`config.mk`:
```
export PLATFORM = sky130hd
export DESIGN_NAME = detector_jogada
export DESIGN_NICKNAME = d
export VERILOG_FILES = /design/src/rtl/detector_jogada_pkg.sv /design/src/rtl/detector_jogada_sincronizador.sv /design/src/rtl/detector_jogada.sv
export SDC_FILE = /design/constraint.sdc
export NUM_CORES = 1
export LEC_CHECK = 0
export BUFFER_PORTS_ARGS = -buffer_cell sky130_fd_sc_hd__buf_2
export CAP_MARGIN = 20
export CORE_MARGIN = 2
export CORE_UTILIZATION = 61
export CTS_BUF_LIST = sky130_fd_sc_hd__clkbuf_8
export DETAILED_ROUTE_END_ITERATION = 6
export PLACE_DENSITY_LB_ADDON = 0.15
export SLEW_MARGIN = 0
export SYNTH_ARGS = -nofsm -noshare
export SYNTH_HDL_FRONTEND = slang
export SYNTH_SLANG_ARGS = --single-unit
```
`constraint.sdc`:
```
create_clock -name clock -period 5.5 [get_ports clock]
set_input_delay 0.55 -clock clock [delete_from_list [all_inputs] [get_ports clock]]
set_output_delay 0.55 -clock clock [all_outputs]
set_load 0.005 [all_outputs]
```
`src/rtl/detector_jogada_pkg.sv`:
```
// Shared definitions for detector_jogada: state encoding, counter sizing and one-hot reduction.
package detector_jogada_pkg;

  typedef enum logic [2:0] {
    ESPERA       = 3'd0,
    FILTRA_PRESS = 3'd1,
    PULSO        = 3'd2,
    SEGURA       = 3'd3,
    FILTRA_SOLTA = 3'd4
  } estado_t;

  localparam int MAX_BOTOES = 32;

  function automatic int largura_cnt(input int ciclos);
    return ($clog2(ciclos) < 1) ? 1 : $clog2(ciclos);
  endfunction

  // Isolates the lowest-index set bit (two's-complement trick).
  function automatic logic [MAX_BOTOES-1:0] menor_bit(input logic [MAX_BOTOES-1:0] v);
    return v & (~v + MAX_BOTOES'(1));
  endfunction

endpackage

```
`src/rtl/detector_jogada_sincronizador.sv`:
```
// Two-flop synchroniser bringing asynchronous button levels into the clock domain.
module sincronizador #(
  parameter int LARGURA = 1
) (
  input  logic               clock,
  input  logic               reset,
  input  logic [LARGURA-1:0] d_i,
  output logic [LARGURA-1:0] q_o
);

  logic [LARGURA-1:0] meta_q;
  logic [LARGURA-1:0] sync_q;

  // NOTE: non-blocking assignments make both flops sample pre-edge values, forming a real two-stage chain.
  always_ff @(posedge clock or posedge reset) begin
    if (reset) begin
      meta_q <= '0;
      sync_q <= '0;
    end else begin
      meta_q <= d_i;
      sync_q <= meta_q;
    end
  end

  assign q_o = sync_q;

endmodule

```
`src/rtl/detector_jogada.sv`:
```
// Debounced play detector: one-cycle jogada pulse plus one-hot jogada_valor per push-and-release.
// Build option DETECTOR_JOGADA_REJEITA_MULTIPLA_EN rejects multi-button presses instead of reducing them.
module detector_jogada
  import detector_jogada_pkg::*;
#(
  parameter int N_BOTOES        = 4,
  parameter int DEBOUNCE_CICLOS = 1000
) (
  input  logic                clock,
  input  logic                reset,
  input  logic [N_BOTOES-1:0] botoes,
  output logic                jogada,
  output logic [N_BOTOES-1:0] jogada_valor,
  output logic                botao_ativo,
  output logic [2:0]          db_estado
);

  localparam int            CW      = largura_cnt(DEBOUNCE_CICLOS);
  localparam logic [CW-1:0] CNT_FIM = CW'(DEBOUNCE_CICLOS - 1);

  logic [N_BOTOES-1:0] s;
  estado_t             estado_q, estado_d;
  logic [CW-1:0]       cnt_q, cnt_d;
  logic [N_BOTOES-1:0] amostra_q, amostra_d;
  logic [N_BOTOES-1:0] valor_q, valor_d;
  logic                jogada_q, ativo_q;

  sincronizador #(.LARGURA(N_BOTOES)) u_sinc (
    .clock (clock),
    .reset (reset),
    .d_i   (botoes),
    .q_o   (s)
  );

`ifdef DETECTOR_JOGADA_REJEITA_MULTIPLA_EN
  logic amostra_multipla;
  assign amostra_multipla = (amostra_q & (amostra_q - N_BOTOES'(1))) != '0;
`else
  logic [N_BOTOES-1:0] amostra_unica;
  assign amostra_unica = N_BOTOES'(menor_bit(MAX_BOTOES'(amostra_q)));
`endif

  // NOTE: every next-state signal gets its hold value first, so no branch can infer a latch.
  always_comb begin
    estado_d  = estado_q;
    cnt_d     = cnt_q;
    amostra_d = amostra_q;
    valor_d   = valor_q;
    case (estado_q)
      ESPERA: begin
        if (s != '0) begin
          estado_d  = FILTRA_PRESS;
          amostra_d = s;
          cnt_d     = '0;
        end
      end
      FILTRA_PRESS: begin
        if (s != amostra_q) begin
          estado_d = ESPERA;
          cnt_d    = '0;
        end else if (cnt_q == CNT_FIM) begin
`ifdef DETECTOR_JOGADA_REJEITA_MULTIPLA_EN
          if (amostra_multipla) begin
            estado_d = SEGURA;
          end else begin
            estado_d = PULSO;
            valor_d  = amostra_q;
          end
`else
          estado_d = PULSO;
          valor_d  = amostra_unica;
`endif
        end else begin
          cnt_d = cnt_q + CW'(1);
        end
      end
      PULSO: estado_d = SEGURA;
      SEGURA: begin
        // Button changes while held are deliberately ignored; only a full release matters.
        if (s == '0) begin
          estado_d = FILTRA_SOLTA;
          cnt_d    = '0;
        end
      end
      FILTRA_SOLTA: begin
        if (s != '0)             estado_d = SEGURA;
        else if (cnt_q == CNT_FIM) estado_d = ESPERA;
        else                       cnt_d    = cnt_q + CW'(1);
      end
      default: estado_d = ESPERA;
    endcase
  end

  always_ff @(posedge clock or posedge reset) begin
    if (reset) begin
      estado_q  <= ESPERA;
      cnt_q     <= '0;
      amostra_q <= '0;
      valor_q   <= '0;
      jogada_q  <= 1'b0;
      ativo_q   <= 1'b0;
    end else begin
      estado_q  <= estado_d;
      cnt_q     <= cnt_d;
      amostra_q <= amostra_d;
      valor_q   <= valor_d;
      jogada_q  <= (estado_d == PULSO);
      ativo_q   <= (estado_d inside {PULSO, SEGURA, FILTRA_SOLTA});
    end
  end

  assign jogada       = jogada_q;
  assign jogada_valor = valor_q;
  assign botao_ativo  = ativo_q;
  assign db_estado    = estado_q;

endmodule

```
## Yosys cells after proc, flatten, opt, wreduce, memory -nomap -nowiden

Cells that the tools add are included.

- Add/sub/neg operators: 2
- Equality and inequality tests: 12
- Muxes and demuxes: 13
- Bitwise gates (word level): 3
- Reductions and logical operators: 8

Operators with widths:

| kind | number |
|---|---|
| $mux 10 | 5 |
| $pmux 10 s4 | 1 |
| $mux 3 | 6 |
| $pmux 3 s5 | 1 |
| $eq 3x2->1 const B | 4 |
| $add 10x1->10 const B | 1 |
| $eq 10x10->1 const B | 1 |
| $reduce_bool 4->1 | 2 |
| $eq 3x3->1 const B | 2 |
| $ne 2x2->1 const B | 3 |
| $add 4x1->4 const B | 1 |
| $and 4x4->4 | 1 |
| $logic_not 4->1 | 1 |
| $ne 4x4->1 | 1 |
| $not 4->4 | 1 |
| $reduce_and 4->1 | 1 |
| $eq 3x1->1 const B | 1 |
| $logic_not 3->1 | 1 |
| $reduce_and 3->1 | 1 |
| $reduce_bool 3->1 | 1 |
| $reduce_and 2->1 | 1 |
| $not 1->1 | 1 |

- Register bits: 31
- Input port bits: 6
- Output and inout bits: 9
- Word-level logic and storage cells: 46

## Depth between registers and ports, before layout

Gate-level depths: netlist of the first run.

- Word-level depth: 6
- Mapped depth: 7
- Gate-level depth less buffers: 6

## Modules after synthesis

From an unflattened synthesis of the first run, not the netlist that was laid out.

- Cells, all modules: 120
- Area total of the unflattened synthesis: 1,462.7 µm²

Modules (own cells, without submodules):

| module | instances | cells an instance | area each (µm²) | sequential area each (µm²) |
|---|---|---|---|---|
| detector_jogada | 1 | 111 | 1,258.7 | 575.6 |
| sincronizador | 1 | 9 | 203.9 | 200.2 |

## Worst setup path before layout of the first run

No wires, ideal clock.

- Path kind: reg-to-reg
- From: reg cnt_q[0]
- To: reg valor_q[0] (netlist: jogada_valor[0])
- Setup time: 0.128 ns
- Data arrival time: 1.590 ns
- Data required time: 5.372 ns
- Slack: 3.782 ns
- Cell stages (with the launch flop): 7
- Buffers on the path: 0
- Period minus slack after synthesis: 1.718 ns
- Cells stage by stage: dfrtp_1 -> ha_1 -> nand2_1 -> nor3_1 -> nand4_1 -> nor2_2 -> mux2_1

- Word-level cells in the longest chain between the ends: 2

Ends and longest elaborated chain:

| what | RTL line | source |
|---|---|---|
| start, declared | detector_jogada.sv:23 | `logic [CW-1:0] cnt_q, cnt_d;` |
| start signal, assigned | detector_jogada.sv:104 | `cnt_q <= cnt_d;` |
| $eq 10x10->1 | detector_jogada.sv:61 | `end else if (cnt_q == CNT_FIM) begin` |
| $reduce_and 3->1 (no line) | n/a |  |
| end signal, assigned | detector_jogada.sv:106 | `valor_q <= valor_d;` |
| end, declared | detector_jogada.sv:25 | `logic [N_BOTOES-1:0] valor_q, valor_d;` |

No other way between the ends.
A chain may end at the register's enable or synchronous reset.

## Final worst setup path of the first run

- From: reg cnt_q[0]
- To: reg valor_q[1] (netlist: jogada_valor[1])

Same word-level chain as after synthesis.

==> results by group, run 1 <==
Synthesis
  • Count of different cell masters after synthesis: 49
  • Average instance area after synthesis: 11.9 sq um
  • Fraction of synthesized cell area taken by the top area cell type: 0.517
  • Total nets after synthesis: 133
  • Synth Register Bits: 31
  • Most common cell in the netlist: dfrtp_1
  • Fraction of registers with async set or reset after synthesis: 1.00
  • Post-Synthesis Cells: 126
  • Leading register cell type out of synthesis: dfrtp_1
  • Main area contributors after synthesis: dfrtp_1 (52%), mux2_1 (4.5%), a22o_1 (2.9%), a41oi_4 (1.8%), nor2_1 (1.8%)
  • Sequential fraction of the synthesis area: 0.517
  • Number of flops mapped to enable cells by yosys: 0
  • Yosys warning total: 0
  • Syn Std Cell Area: 1500 sq um
  • Top post-synthesis cells by count: dfrtp_1 (31), nor2_1 (7), mux2_1 (6), nand2_1 (6)
  • Top cell type by total area after synthesis: dfrtp_1

STA
  • Highest Clock Rate: 485 MHz
  • Worst-Margin Slew: 0.708 ns
  • Count of final max-slew check failures: 0
  • Final count of negative-setup-slack endpoints: 0
  • Slew margin rel.: 0.525
  • Post-Route Skew: 0.00763 ns
  • Final TNS setup: 0 ns
  • Shortest clock period the worst path allows after layout: 2.06 ns
  • Crit share post-route: 0.375
  • Final-report hold violation count: 0
  • Final setup margin: 3.44 ns
  • RSZ-0062 raised after global routing: false

Critical path
  • Cell chain of the critical path: ha_1 > nand2_1 > nor3_1 > nand4_1 > nor2_2 > mux2_1
  • Data arrival time of the worst path: 2.23 ns
  • Startpoint Class: flip-flop
  • Critical path's largest stage delay: 0.39 ns
  • Critical Path Sink Type: flip-flop
  • Worst path required time: 5.67 ns
  • Worst-path fanout max: 6
  • Slowest stage cell on the critical path: dfrtp_1
  • Path type of the worst setup path: flip-flop to flip-flop

Global routing
  • Antenna violations before repair: 0
  • Largest net degree at the start of global routing: 19
  • Via count of the first global-routing pass: 1047
  • Remaining global-route overflow: 0
  • Wire length of the first global-routing pass: 4.59 mm
  • Total global-route track usage: 0.231

Final layout
  • Proportion of layout cells with a drive suffix above 1: 0.274
  • Final core utilization: 0.747
  • Number of nets in the layout: 152
  • Area grow syn2layout: 13.2%
  • Antenna diode count: 0

Outcome
  • Status: complete, no violations

Clock network
  • Number of buffers on the longest clock path: 2
  • CTS Buf Count: 5
  • Number of buffers added for setup after CTS: 0
  • Number of buffers added to fix hold violations after cts: 0
  • Cell chosen for the clock root: clkbuf_8
  • Post-CTS Resized: 0
  • CTS clk-pin slew, worst paths: 0.07 ns
  • CTS tree: yes
  • TritonCTS Sinks: 31
  • Depth of the CTS H-tree: 2
  • Clock network latency to the later pin of the worst-skew pair: 0.29 ns

Drt
  • First-pass iteration count of the detailed router: 4
  • Detail Route Antenna Nets: 0
  • Number of remaining DRC errors: 0
  • Wirelength per Cell: 15.8 um
  • Vias per cell: 6.17
  • WL final: 2.74 mm
  • DR vias: 1073
  • Initial detailed-routing violation count: 26

Power
  • Worst VDD drop: 305 uV
  • Pwr/cell area: 346 nW/um^2
  • Leak: 0.784 nW

Floorplan
  • Core Region: 2280 sq um
  • Die outline area: 2870 sq um
  • Die Ht: 53.6 um
  • Boundary Pins: 15
  • Effective utilization at floorplan: 0.660
  • Number of rows created at floorplan: 17
  • Die boundary width: 53.6 um

Hold path
  • Hold/Removal Path Class: input pin to asynchronous set/reset pin

Placed design
  • Dpl hpwl: 2.02 mm
  • GP Congestion: 0.791
  • Minimum setup slack after placement: 3.49 ns
  • Number of I/O port buffers: 14

Job
  • Reported max-cap violation count: 0
-- cell families after synthesis --
logic type      after synthesis  share of synthesized area
compound gates               30                      0.162
xor+xnor                      4                     0.0233
fa+ha+maj                     2                     0.0150
buf+inv                       7                     0.0258
flops                        31                      0.517
mux                           8                     0.0600
simple gates                 44                      0.198
-- power breakdown --
group / total, W / switching [W] / leakage, nW / internal, W
Sequential: 0.000287 / 0.0000362 / 0.403 / 0.000251
Combinational: 0.000123 / 0.0000605 / 0.340 / 0.0000621
Clock: 0.000177 / 0.0000895 / 0.0402 / 0.0000878
-- per-stage QoR --
step | hold slack, ns | total power [W] | std cells | cell area, sq um
6_report | 0.321 | 0.000587 | 174 | 1700
5_1_grt | 0.353 | 0.000613 | 174 | 1700
4_1_cts | 0.335 | 0.000591 | 174 | 1700
3_5_place_dp | 0.336 | 0.000414 | 166 | 1610
3_3_place_gp | 0.332 | 0.000403 | 165 | 1580
2_1_floorplan | 0.331 | 0.000392 | 126 | 1500
-- critical path, delay by kind of cell, from the launching register on --
family | cells | cell delay [ns]
fa+ha+maj | 1 | 0.20
flops | 1 | 0.39
mux | 1 | 0.36
simple gates | 4 | 1.00
-- final timing paths --
| check | start | end | slack, ns | depth (start not counted) |
|---|---|---|---|---|
| worst max register to register | cnt_q[0] | jogada_valor[1] | 3.44 | 6 |
| worst min-delay path | reset | cnt_q[2] | 0.32 | 2 |
| min in group clock | u_sinc.meta_q[3] | u_sinc.q_o[3] | 0.35 | 0 |
| worst max-delay path | cnt_q[0] | jogada_valor[1] | 3.44 | 6 |
| max in group asynchronous | reset | db_estado[0] | 4.69 | 3 |
| worst min register to register | u_sinc.meta_q[3] | u_sinc.q_o[3] | 0.35 | 0 |
-- cell type report --
class / instances / area [sq um]
Fill cell: 146 / 577
Inverter: 4 / 15.0
Sequential cell: 31 / 776
Clock buffer: 5 / 68.8
Timing Repair Buffer: 15 / 97.6
Multi-Input combinational cell: 88 / 687
Clock inverter: 3 / 20.0
Tap cell: 28 / 35.0
-- flip-flops by register name (all words and copies together), names as in the netlist --
| signal | cells |
|---|---|
| jogada | 1 |
| db_estado | 3 |
| botao_ativo | 1 |
| cnt_q | 10 |
| u_sinc.q_o | 4 |
| amostra_q | 4 |
| jogada_valor | 4 |
| u_sinc.meta_q | 4 |
-- per-layer routing --
| layer | track usage | routed length [um] |
|---|---|---|
| met2 | 0.364 | 1320 |
| met5 | 0 | 0 |
| met1 | 0.278 | 1230 |
| met4 | 0.141 | 34 |
| met3 | 0.0667 | 161 |
-- cells in the final DEF (no fill, tap or decap), types with 4 or more instances in the layout --
| cell type | count |
|---|---|
| dfrtp_1 | 31 |
| buf_2 | 14 |
| nor2_1 | 7 |
| nand2_1 | 6 |
| mux2_1 | 6 |
| nor3_1 | 5 |
| a22o_1 | 5 |
| o21ai_1 | 5 |
| clkbuf_8 | 5 |
| nor2b_1 | 4 |
No activity file was read; power rests on OpenSTA's default activity.
==> run 2: changes to the inputs <==
- CORE_UTILIZATION: 61 -> 60
- clock period: 5.5 -> 2.1 ns (I/O delays scaled with it)
==> results by group, run 2 (synthesis gave the netlist of run 1 again) <==
Outcome
  • Status: complete, no violations

Clock network
  • CTS clk-pin slew, worst paths: 0.07 ns (about the same)
  • CTS tree: yes
  • CTS Buf Count: 5 (unchanged)
  • Cell chosen for the clock root: clkbuf_8
  • Number of buffers on the longest clock path: 2 (unchanged)
  • Number of buffers added to fix hold violations after cts: 1 (+1)
  • TritonCTS Sinks: 31 (unchanged)
  • Number of buffers added for setup after CTS: 0 (unchanged)
  • Clock network latency to the later pin of the worst-skew pair: 0.28 ns (about the same)
  • Post-CTS Resized: 0 (unchanged)
  • Depth of the CTS H-tree: 2 (unchanged)

Floorplan
  • Effective utilization at floorplan: 0.617 (-0.0424)
  • Boundary Pins: 15 (unchanged)
  • Die Ht: 54.0 um (+0.77%)
  • Number of rows created at floorplan: 18 (+1)
  • Die outline area: 2920 sq um (+1.6%)
  • Die boundary width: 54.0 um (+0.77%)
  • Core Region: 2430 sq um (+6.9%)

Critical path
  • Critical Path Sink Type: flip-flop
  • Critical path's largest stage delay: 0.57 ns (+0.18 ns)
  • Launch point of the worst reg-to-reg path: u_sinc.q_o[0]
  • Data arrival time of the worst path: 2.04 ns (-0.19 ns)
  • CP startpoint: u_sinc.q_o[0]
  • Path type of the worst setup path: flip-flop to flip-flop
  • Cell chain of the critical path: nor4_4 > o21ai_2 > o31ai_2 > o21ai_1 > a22o_1
  • Startpoint Class: flip-flop
  • Worst path required time: 2.27 ns (-3.40 ns)
  • Slowest stage cell on the critical path: nor4_4
  • Worst-path fanout max: 10 (+4)

Drt
  • Detail Route Antenna Nets: 0 (unchanged)
  • First-pass iteration count of the detailed router: 4 (unchanged)
  • Number of remaining DRC errors: 0 (unchanged)
  • WL final: 2.51 mm (-8.3%)
  • Initial detailed-routing violation count: 18 (-31%)
  • DR vias: 1021 (-4.8%)
  • Wirelength per Cell: 14.0 um (-11%)
  • Vias per cell: 5.67 (-8.0%)

Global routing
  • Antenna violations before repair: 0 (unchanged)
  • Largest net degree at the start of global routing: 32 (+13)
  • Via count of the first global-routing pass: 918 (-12%)
  • Remaining global-route overflow: 0 (unchanged)
  • Total global-route track usage: 0.212 (-0.0184)
  • Wire length of the first global-routing pass: 4.26 mm (-7.2%)

STA
  • Final count of negative-setup-slack endpoints: 0 (unchanged)
  • Final setup margin: 0.232 ns (-3.21 ns)
  • Final TNS setup: 0 ns (unchanged)
  • Shortest clock period the worst path allows after layout: 1.87 ns (-0.192 ns)
  • Count of final max-slew check failures: 0 (unchanged)
  • Crit share post-route: 0.889 (+0.515)
  • Final-report hold violation count: 0 (unchanged)
  • Slew margin rel.: 0.553 (+0.0277)
  • Worst-Margin Slew: 0.667 ns (-0.0413 ns)
  • RSZ-0062 raised after global routing: false
  • Post-Route Skew: 0.00428 ns (-0.00335 ns)
  • Highest Clock Rate: 535 MHz (+10%)
  • Worst Hold Slack: 0.0278 ns (-0.293 ns)

Placed design
  • GP Congestion: 0.758 (-4.2%)
  • Dpl hpwl: 1.79 mm (-11%)
  • Minimum setup slack after placement: 0.223 ns (-3.26 ns)
  • Placed cell area: 1620 sq um (+0.31%)
  • Number of I/O port buffers: 14 (unchanged)

Final layout
  • Register with the most flip-flops: cnt_q
  • Number of nets in the layout: 156 (+2.6%)
  • Max reg flops: 10 (unchanged)
  • Total non-filler cell area in the finished layout: 1740 sq um (+2.3%)
  • Area grow syn2layout: 15.8%
  • Proportion of layout cells with a drive suffix above 1: 0.287 (+0.0127)
  • Most frequent cells in the layout: dfrtp_1 (31), buf_2 (14), nor2_1 (7)
  • Most common library cell in the layout ignoring fill and taps: dfrtp_1
  • Fillers: 169 (+16%)
  • Antenna diode count: 0 (unchanged)

Power
  • Pwr/cell area: 955 nW/um^2 (+180%)
  • Power consumption: 0.00166 W (+180%)
  • Leak: 0.812 nW (+3.7%)
  • Worst VDD drop: 804 uV (+160%)

Hold path
  • Hold/Removal Path Class: input pin to flip-flop
  • Min-Delay Startpoint: botoes[3]

Job
  • Reported max-cap violation count: 0 (unchanged)
[run 2: cell types whose count changed in the layout (fill, tap and decap cells not counted), sizes merged]
cell,delta
clkinv,+1
dlygate4sd3,+1
clkinvlp,-2
bufinv,+1
buf,+3
[run 2: metal layers]
metal / GRT usage / routed length [um] / vias up
met5: 0 / 0 / -
met4: 0.0917 / 53 / 0
met3: 0.0833 / 117 / 7
met2: 0.313 / 1150 / 22
met1: 0.277 / 1190 / 482
li1: - / - / 510
[run 2: layout make-up]
class | instances | area (sq um) | share of cell area
flip-flops and latches | 31 | 776 | 0.446
multi-input cells | 88 | 687 | 0.395
repair buffers | 19 | 110 | 0.0634
clock buffers | 5 | 68.8 | 0.0396
clock inverters | 3 | 43.8 | 0.0252
well taps | 30 | 37.5 | 0.0216
inverters | 4 | 15.0 | 0.00864
[run 2: worst max-delay path: cells and delay by family, from the launching register on]
family	cells	cell delay, ns
AO/OA/AOI/OAI	4	0.77
AND/OR/NAND/NOR	1	0.57
flip-flops	1	0.42
[run 2: final timing paths]
kind,endpoint,slack (ns),cells past startpoint
min reg2reg,u_sinc.q_o[0],0.35,0
max,cnt_q[6],0.23,5
max in group asynchronous,db_estado[0],1.29,4
min in group asynchronous,cnt_q[1],0.54,4
min,u_sinc.meta_q[3],0.03,1
max reg2reg,cnt_q[6],0.23,5
[run 2: stage by stage]
| stage | cells | util |
|---|---|---|
| floorplan | 126 | - |
| finish | 180 | 0.715 |
| global placement | 171 | 0.664 |
| detailed placement | 171 | 0.664 |
| CTS | 180 | 0.715 |
| global route | 180 | 0.715 |
[run 2: power breakdown]
part / switching (W) / total, W / internal [W]
sequential: 0.0000674 / 0.000725 / 0.000658
clock: 0.000224 / 0.000577 / 0.000352
combinational: 0.000185 / 0.000358 / 0.000173
==> run 3: changes to the inputs <==
- CORE_ASPECT_RATIO: default -> 0.7
==> results by group, run 3 (synthesis gave the netlist of run 1 again) <==
Critical path
  • Family with the most delay on the worst path: simple AND/OR/NAND/NOR gates
  • Path type of the worst setup path: flip-flop to flip-flop
  • Worst path required time: 2.26 ns (about the same)
  • Depth of the worst register-to-register path: 6 (+1)
  • Data arrival time of the worst path: 1.99 ns (-0.05 ns)
  • Cell chain of the critical path: ha_1 > nand2_1 > nor3_1 > nand4_1 > nor2_2 > mux2_1
  • End of the worst register-to-register path: jogada_valor[2]
  • Crit path buf inv count: 0 (unchanged)
  • Worst-path fanout max: 6 (-4)
  • Startpoint Class: flip-flop
  • R2R Setup Slk: 0.27 ns (+0.04 ns)
  • Slowest stage cell on the critical path: dfrtp_1
  • Launch point of the worst reg-to-reg path: cnt_q[0]
  • CP startpoint: cnt_q[0]
  • Critical Path Sink Type: flip-flop
  • Critical path's largest stage delay: 0.40 ns (-0.17 ns)

Drt
  • WL final: 2.69 mm (+6.8%)
  • Number of remaining DRC errors: 0 (unchanged)
  • Initial detailed-routing violation count: 93 (+75)
  • Detail Route Antenna Nets: 0 (unchanged)
  • Wirelength per Cell: 14.5 um (+3.9%)
  • First-pass iteration count of the detailed router: 4 (unchanged)
  • DR vias: 1072 (+5.0%)
  • Vias per cell: 5.79 (+2.2%)

STA
  • Slew margin rel.: 0.561 (+0.00785)
  • Shortest clock period the worst path allows after layout: 1.83 ns (-0.0372 ns)
  • Worst-Margin Slew: 0.655 ns (-0.0117 ns)
  • Final-report hold violation count: 0 (unchanged)
  • Final count of negative-setup-slack endpoints: 0 (unchanged)
  • RSZ-0062 raised after global routing: false
  • Highest Clock Rate: 546 MHz (+2.0%)
  • Post-Route Skew: 0.0131 ns (+0.00878 ns)
  • Count of final max-slew check failures: 0 (unchanged)
  • Final TNS setup: 0 ns (unchanged)
  • Crit share post-route: 0.872 (-0.0177)

Floorplan
  • Effective utilization at floorplan: 0.620 (+0.00287)
  • Die outline area: 2930 sq um (+0.22%)
  • Number of rows created at floorplan: 15 (-3)
  • Boundary Pins: 15 (unchanged)
  • Die boundary width: 63.8 um (+18%)
  • Core Region: 2420 sq um (-0.46%)
  • Die Ht: 45.9 um (-15%)

Clock network
  • Depth of the CTS H-tree: 2 (unchanged)
  • CTS tree: yes
  • Number of buffers on the longest clock path: 2 (unchanged)
  • Cell chosen for the clock root: clkbuf_8
  • Clock network latency to the later pin of the worst-skew pair: 0.29 ns (about the same)
  • Post-CTS Resized: 0 (unchanged)
  • CTS Buf Count: 5 (unchanged)
  • CTS clk-pin slew, worst paths: 0.07 ns (about the same)
  • TritonCTS Sinks: 31 (unchanged)
  • Number of buffers added for setup after CTS: 0 (unchanged)
  • Number of buffers added to fix hold violations after cts: 1 (unchanged)

Power
  • Worst VDD drop: 650 uV (-19%)
  • Pwr/cell area: 1000 nW/um^2 (+4.8%)
  • Leak: 0.829 nW (+2.1%)

Placed design
  • Number of I/O port buffers: 14 (unchanged)
  • Dpl hpwl: 1.93 mm (+8.0%)
  • GP Congestion: 0.824 (+8.7%)

Final layout
  • Antenna diode count: 0 (unchanged)
  • Final core utilization: 0.731 (+0.0168)
  • Fillers: 164 (-3.0%)
  • Proportion of layout cells with a drive suffix above 1: 0.285 (-0.00190)
  • Number of nets in the layout: 157 (+0.64%)
  • Most common library cell in the layout ignoring fill and taps: dfrtp_1
  • Most frequent cells in the layout: dfrtp_1 (31), buf_2 (14), nor2_1 (7)
  • Max reg flops: 10 (unchanged)
  • Register with the most flip-flops: cnt_q
  • Area grow syn2layout: 17.9%

Hold path
  • Min-Delay Startpoint: botoes[1]
  • Hold/Removal Path Class: input pin to flip-flop
  • Cell count of the worst hold path: 1 (unchanged)
  • Worst Hold Endpoint: u_sinc.meta_q[1]

Global routing
  • Total global-route track usage: 0.215 (+0.00314)
  • Wire length of the first global-routing pass: 4.60 mm (+7.9%)
  • Largest net degree at the start of global routing: 32 (unchanged)
  • Via count of the first global-routing pass: 981 (+6.9%)
  • Antenna violations before repair: 0 (unchanged)
  • Remaining global-route overflow: 0 (unchanged)

Outcome
  • Status: complete, no violations

Job
  • Reported max-cap violation count: 0 (unchanged)
-- run 3: changes by cell type in the layout (fill, tap and decap cells not counted) --
cell | previous run | this run
buf_4 | 4 | 5
bufinv_16 | 1 | 2
clkinv_2 | 1 | 0
clkinv_4 | 1 | 0
inv_1 | 3 | 4
-- run 3: metal layers --
| metal | part of all wire | up-vias | track usage |
|---|---|---|---|
| met2 | 0.45 | 25 | 0.325 |
| met5 | 0 | - | 0 |
| li1 | - | 510 | - |
| met3 | 0.043 | 7 | 0.0594 |
| met4 | 0.017 | 0 | 0.0913 |
| met1 | 0.49 | 530 | 0.297 |
-- run 3: cell type report --
| class | count | area [sq um] | area share |
|---|---|---|---|
| Timing Repair Buffer | 20 | 118 | 0.0664 |
| Clock buffer | 5 | 68.8 | 0.0389 |
| Inverter | 4 | 15.0 | 0.00848 |
| Multi-Input combinational cell | 88 | 687 | 0.388 |
| Clock inverter | 3 | 63.8 | 0.0360 |
| Sequential cell | 31 | 776 | 0.438 |
| Tap cell | 34 | 42.5 | 0.0240 |
-- run 3: worst max path at each step --
stage	slack, ns	depth (start not counted)	endpoint
floorplan	0.38	6	jogada_valor[0]
global placement	0.36	5	cnt_q[1]
detailed placement	0.32	4	jogada_valor[0]
CTS	0.27	4	jogada_valor[2]
global route	0.15	4	jogada_valor[0]
finish	0.27	6	jogada_valor[2]
-- run 3: power breakdown --
part           internal (W)  leakage, nW  total (W)  switching (W)
clock network      0.000469       0.0695   0.000687       0.000218
logic              0.000173        0.356   0.000353       0.000180
registers          0.000658        0.403   0.000733      0.0000747
-- run 3: metrics by stage --
stage | total power [W] | instances | cell area (sq um) | setup WS, ns | hold slack [ns]
floorplan | 0.00103 | 126 | 1500 | 0.382 | 0.241
global placement | 0.00108 | 176 | 1630 | 0.359 | 0.296
detailed placement | 0.00109 | 176 | 1630 | 0.320 | 0.309
CTS | 0.00178 | 185 | 1770 | 0.270 | 0.0232
global route | 0.00185 | 185 | 1770 | 0.146 | 0.0203
finish | 0.00177 | 185 | 1770 | 0.269 | 0.0268
-- run 3: worst reg2reg max path: cells and delay by family, from the launching register on --
family        cells  cell delay [ns]
fa+ha+maj         1             0.19
flops             1             0.40
mux               1             0.37
simple gates      4             0.75
